## src/rtl/lcd_rx.sv

```systemverilog
// Serial-RGB LCD receive decoder: rebuilds {R,G,B} pixels tagged with (x, y)
// from the byte stream and flags malformed lines and frames.
module lcd_rx #(
  parameter int H_VISIBLE = 320,
  parameter int V_VISIBLE = 240
) (
  input  logic        clk,
  input  logic        reset,
  input  logic [7:0]  lcd_dat,
  input  logic        lcd_hsync,
  input  logic        lcd_vsync,
  input  logic        lcd_den,
  output logic        pixel_valid,
  output logic [23:0] rgb,
  output logic [8:0]  x,
  output logic [7:0]  y,
  output logic        synced,
  output logic        frame_start,
  output logic        line_err,
  output logic        frame_err
);

  localparam logic [9:0] H_CNT = 10'(H_VISIBLE);
  localparam logic [8:0] V_CNT = 9'(V_VISIBLE);

  typedef enum logic [2:0] {
    S_UNSYNC,
    S_IDLE,
    S_PH_R,
    S_PH_G,
    S_PH_B,
    S_OVER
  } state_e;

  state_e      state_q, state_d;
  logic        vsync_q;
  logic        den_q;
  logic [9:0]  col_q, col_d;
  logic [8:0]  line_q, line_d;
  logic [7:0]  r_q, r_d;
  logic [7:0]  g_q, g_d;
  logic        ovf_q, ovf_d;
  logic        pixel_valid_q, pixel_valid_d;
  logic [23:0] rgb_q, rgb_d;
  logic [8:0]  x_q, x_d;
  logic [7:0]  y_q, y_d;
  logic        synced_q, synced_d;
  logic        frame_start_q, frame_start_d;
  logic        line_err_q, line_err_d;
  logic        frame_err_q, frame_err_d;

  logic        vsync_fall;
  logic        den_fall;
  logic        den_rise;
  logic        line_active;
  logic [8:0]  line_inc;

  assign vsync_fall  = vsync_q && !lcd_vsync;
  assign den_fall    = den_q && !lcd_den;
  assign den_rise    = !den_q && lcd_den;
  assign line_active = (state_q == S_PH_R) || (state_q == S_PH_G) ||
                       (state_q == S_PH_B) || (state_q == S_OVER);
  assign line_inc    = (line_q < V_CNT) ? line_q + 9'd1 : line_q;

  // NOTE: every signal is given its default before any branch, so no path can
  // leave one unassigned and infer a latch.
  always_comb begin
    state_d       = state_q;
    col_d         = col_q;
    line_d        = line_q;
    r_d           = r_q;
    g_d           = g_q;
    ovf_d         = ovf_q;
    pixel_valid_d = 1'b0;
    rgb_d         = rgb_q;
    x_d           = x_q;
    y_d           = y_q;
    synced_d      = synced_q;
    frame_start_d = 1'b0;
    line_err_d    = 1'b0;
    frame_err_d   = 1'b0;

    if (vsync_fall) begin
      // A frame that overflowed its line budget is wrong even though the
      // saturated line counter reads exactly V_VISIBLE.
      state_d       = S_IDLE;
      synced_d      = 1'b1;
      frame_start_d = 1'b1;
      line_d        = '0;
      ovf_d         = 1'b0;
      frame_err_d   = synced_q && ((line_q != V_CNT) || ovf_q);
    end else if (line_active && !lcd_hsync) begin
      state_d    = S_IDLE;
      line_err_d = 1'b1;
      line_d     = line_inc;
    end else if (line_active && den_rise) begin
      state_d    = S_IDLE;
      line_d     = line_inc;
      line_err_d = (state_q == S_PH_G) || (state_q == S_PH_B) ||
                   (state_q == S_OVER) || (col_q != H_CNT);
    end else begin
      unique case (state_q)
        S_IDLE: begin
          // Lines start on the den fall, so a line aborted by hsync is not
          // restarted by its trailing bytes.
          if (den_fall) begin
            if (line_q == V_CNT) begin
              state_d     = S_OVER;
              frame_err_d = 1'b1;
              ovf_d       = 1'b1;
            end else begin
              r_d     = lcd_dat;
              col_d   = '0;
              state_d = S_PH_G;
            end
          end
        end
        S_PH_R: begin
          if (!lcd_den) begin
            r_d     = lcd_dat;
            state_d = S_PH_G;
          end
        end
        S_PH_G: begin
          g_d     = lcd_dat;
          state_d = S_PH_B;
        end
        S_PH_B: begin
          if (col_q == H_CNT) begin
            state_d = S_OVER;
          end else begin
            pixel_valid_d = 1'b1;
            rgb_d         = {r_q, g_q, lcd_dat};
            x_d           = col_q[8:0];
            y_d           = line_q[7:0];
            col_d         = col_q + 10'd1;
            state_d       = S_PH_R;
          end
        end
        default: ;
      endcase
    end
  end

  // NOTE: state registers use non-blocking assignments so every flop samples
  // the pre-edge value of its neighbours.
  always_ff @(posedge clk) begin
    if (reset) begin
      state_q       <= S_UNSYNC;
      vsync_q       <= 1'b1;
      den_q         <= 1'b1;
      col_q         <= '0;
      line_q        <= '0;
      r_q           <= '0;
      g_q           <= '0;
      ovf_q         <= 1'b0;
      pixel_valid_q <= 1'b0;
      rgb_q         <= '0;
      x_q           <= '0;
      y_q           <= '0;
      synced_q      <= 1'b0;
      frame_start_q <= 1'b0;
      line_err_q    <= 1'b0;
      frame_err_q   <= 1'b0;
    end else begin
      state_q       <= state_d;
      vsync_q       <= lcd_vsync;
      den_q         <= lcd_den;
      col_q         <= col_d;
      line_q        <= line_d;
      r_q           <= r_d;
      g_q           <= g_d;
      ovf_q         <= ovf_d;
      pixel_valid_q <= pixel_valid_d;
      rgb_q         <= rgb_d;
      x_q           <= x_d;
      y_q           <= y_d;
      synced_q      <= synced_d;
      frame_start_q <= frame_start_d;
      line_err_q    <= line_err_d;
      frame_err_q   <= frame_err_d;
    end
  end

  assign pixel_valid = pixel_valid_q;
  assign rgb         = rgb_q;
  assign x           = x_q;
  assign y           = y_q;
  assign synced      = synced_q;
  assign frame_start = frame_start_q;
  assign line_err    = line_err_q;
  assign frame_err   = frame_err_q;

endmodule

```

## config.mk

```make
export PLATFORM = sky130hd
export DESIGN_NAME = lcd_rx
export DESIGN_NICKNAME = d
export VERILOG_FILES = /design/src/rtl/lcd_rx.sv
export SDC_FILE = /design/constraint.sdc
export NUM_CORES = 1
export LEC_CHECK = 0
export CORE_MARGIN = 3
export CORE_UTILIZATION = 50
export DETAILED_ROUTE_END_ITERATION = 8
export PLACE_DENSITY = 0.81
export RECOVER_POWER = 100
export SETUP_SLACK_MARGIN = 0.5
export SYNTH_ARGS = -nofsm -noshare
export SYNTH_HDL_FRONTEND = slang
export SYNTH_SLANG_ARGS = --single-unit
```

## constraint.sdc

```tcl
create_clock -name clk -period 2.69 [get_ports clk]
set_input_delay 0.269 -clock clk [delete_from_list [all_inputs] [get_ports clk]]
set_output_delay 0.269 -clock clk [all_outputs]
set_load 0.005 [all_outputs]
```

==> impl_metrics.tcl <==
set metrics [dict create \
    status "complete, no violations" \
    grt_max_degree 50 \
    ys_seq_elements 87 \
    p_total_uw 2790 \
    drc_errors 0 \
    post-dp-hpwl_um 5570 \
    clock_sinks 87 \
    wirelength_um 8350 \
    finalCritPeriodShare_pct 83.8 \
    cp.required_ns 2.92 \
    fp.coreArea_um2 6870 \
    ys_types 57 \
    antenna_cells 0 \
    period_minus_slack_ns 2.25 \
    cts_tree "built" \
    synth-edff-count 0 \
    path_max_fanout 8 \
    first_global_vias 2980 \
    initial_core_util_pct 52.0 \
    io_buffers 58 \
    placementRows 30 \
    p_per_area_nw_per_um2 618 \
    ys_async_sr_fraction_pct 0 \
    critPathKind "reg -> reg" \
    synth_area_leaders "dfxtp_1 (49%), nand2_1 (9.7%), a21oi_1 (7.6%)" \
    dieArea_um2 8200 \
    multi_input_area_um2 1720 \
    p_leak_uw 0.00176 \
    clkTransAtPathRegs_ns 0.09 \
    irDropWorstVdd_uv 419 \
    grt_pass1_wl_um 14000 \
    overflow 0 \
    cap_viol_max_count 0 \
    clockRootBuffer "clkbuf_8" \
    num_vias 3079 \
    syn_area_per_cell_um2 8.63 \
    ys_warn_count 0 \
    place.gp.congestion 0.856 \
    dr.pass1.iters 4 \
    drt_iter0_drc 151 \
    synth.top_cell.area_share_pct 48.7 \
    yosys.area.top_type "dfxtp_1" \
    ant_nets 0 \
    drive_above_1_share_pct 8.61 \
    wl_per_cell_um 14.6 \
    slew_headroom_pct 54.9 \
    cp.arrival_ns 2.49 \
    pin_count 59 \
    syn-num-nets 432 \
    area_growth_pct 26.5 \
    vias_per_cell 5.38 \
    rsz0062_at_grt "false" \
    clock.fmax_ghz 0.444 \
    antenna_found_initial 0 \
    netlist_area_um2 3570 \
    postPlaceCellArea_um2 4230 \
    final_cell_area_um2 4520 \
    path_cells "inv_1 > ha_1 > nor3b_1 > clkbuf_1 > nor3_4 > and3_1 > mux2i_1 > nor2_1" \
    die_w_um 90.5 \
    cts_buffer_depth 2 \
    insertion_delay_ns 0.37 \
    setup_tns_ns 0 \
    fin_nets 490 \
    yosysSeqAreaShare_pct 48.7 \
    fillers 544 \
    postLayoutCoreUtil_pct 65.8 \
    start_kind "register" \
    regArea_um2 1750 \
    cp_slowest_cell "and3_1" \
    die_h_um 90.5 \
    numCtsBuffers 9 \
    worst-slew-pin-transition_ns 0.675 \
    h-tree-depth 3 \
    ctsHoldBuffers 0 \
    setup_violations 0 \
    synth-main-ff-cell "dfxtp_1" \
    critical_path.max_stage_delay_ns 0.50 \
    grtUsageTotal_pct 20.7 \
    synthCells 414 \
    worstSetupEndpointType "register" \
    fin_worst_skew_ns 0.00823 \
    slew_viol_final 0 \
    hold_class "in -> reg" \
    final-hold-violation-count 0 \
]
[registers in the layout, summed over array words and instances (netlist names)]
name,flops
col_q,10
den_q,1
frame_err,1
frame_start,1
g_q,8
line_err,1
line_q,9
ovf_q,1
pixel_valid,1
r_q,8
rgb,24
state_q,3
synced,1
vsync_q,1
x,9
y,8
[layout make-up]
type	instances	share of cell area (%)
Clock buffer	9	2.74
Clock inverter	6	2.60
Inverter	9	0.747
Multi-Input combinational cell	296	37.9
Sequential cell	87	38.6
Tap cell	96	2.66
Timing Repair Buffer	69	14.7
[cell usage after synthesis (all sizes together) (3+ instances only)]
master / number
clkbuf: 10
ha: 5
nand3: 7
xor2: 5
buf: 12
nand4: 6
nor2: 35
o21a: 3
dfxtp: 87
nor2b: 3
mux2i: 17
nand2: 93
or3: 4
o21ai: 8
and3: 3
nor4: 3
inv: 9
a21oi: 55
nand2b: 8
a2111oi: 3
[cell families (layout without fill, tap and decap cells)]
kind of cell,count (synthesis),count (layout),share of synthesized area [%]
muxes,17,17,4.76
adders and majority gates,5,5,1.75
AOI/OAI and AO/OA,89,89,15.7
and+or+nand+nor,179,179,23.7
xor gates and xnor gates,6,6,1.47
DFF,87,87,48.7
buffers and inverters,31,93,3.89
[layer usage]
| layer | vias to the layer above | part of all wire, % | GRT usage, % |
|---|---|---|---|
| li1 | 1538 | - | - |
| met1 | 1448 | 44 | 25.1 |
| met2 | 74 | 49 | 35.3 |
| met3 | 19 | 4.5 | 4.17 |
| met4 | 0 | 2.3 | 9.82 |
| met5 | - | 0 | 0 |
[per-stage QoR]
stage,worst slack (ns),hold WS (ns),std cells
5_1_grt,0.266,0.312,572
6_report,0.436,0.280,572
2_1_floorplan,0.521,0.373,414
4_1_cts,0.519,0.281,570
3_5_place_dp,0.274,0.443,553
3_3_place_gp,0.374,0.440,553
[report_power, final]
part | total, uW | internal (uW) | switching, uW | leakage, uW
clock network | 1110 | 621 | 484 | 0.000118
logic | 341 | 137 | 204 | 0.000940
registers | 1350 | 1320 | 27.6 | 0.000704
total | 2790 | 2080 | 716 | 0.00176
[critical path: cells and delay by family (launching register included)]
family,cells,cell delay [ns]
adders and majority gates,1,0.38
muxes,1,0.25
and+or+nand+nor,4,0.86
buffers and inverters,2,0.24
DFF,1,0.38
[worst paths after layout]
path	to	start	cells past startpoint	slack (ns)
max	g_q[7]	state_q[2]	8	0.44
max reg2reg	g_q[7]	state_q[2]	8	0.44
min reg2reg	rgb[20]	rgb[20]	2	0.45
min	synced	reset	2	0.28
[layout by cell type (no fill, tap or decap), types with 4 or more instances in the layout]
cell type	count
inv_1	9
clkbuf_8	9
nand2_1	92
nor2_1	34
clkdlybuf4s50_1	9
buf_4	5
nand2b_1	8
dlygate4sd3_1	48
a21oi_1	53
xor2_1	5
ha_1	5
mux2i_1	17
nand3_1	7
dfxtp_1	85
o21ai_0	8
nand4_1	6
or3_1	4
[timing repair]
item,4_1_cts,5_1_grt
resized for setup,5,9
setup buffers,2,2
pin swaps,1,1
cloned,0,0
endpoints found under the setup margin,61,64
(Power assumes the default switching activity.)
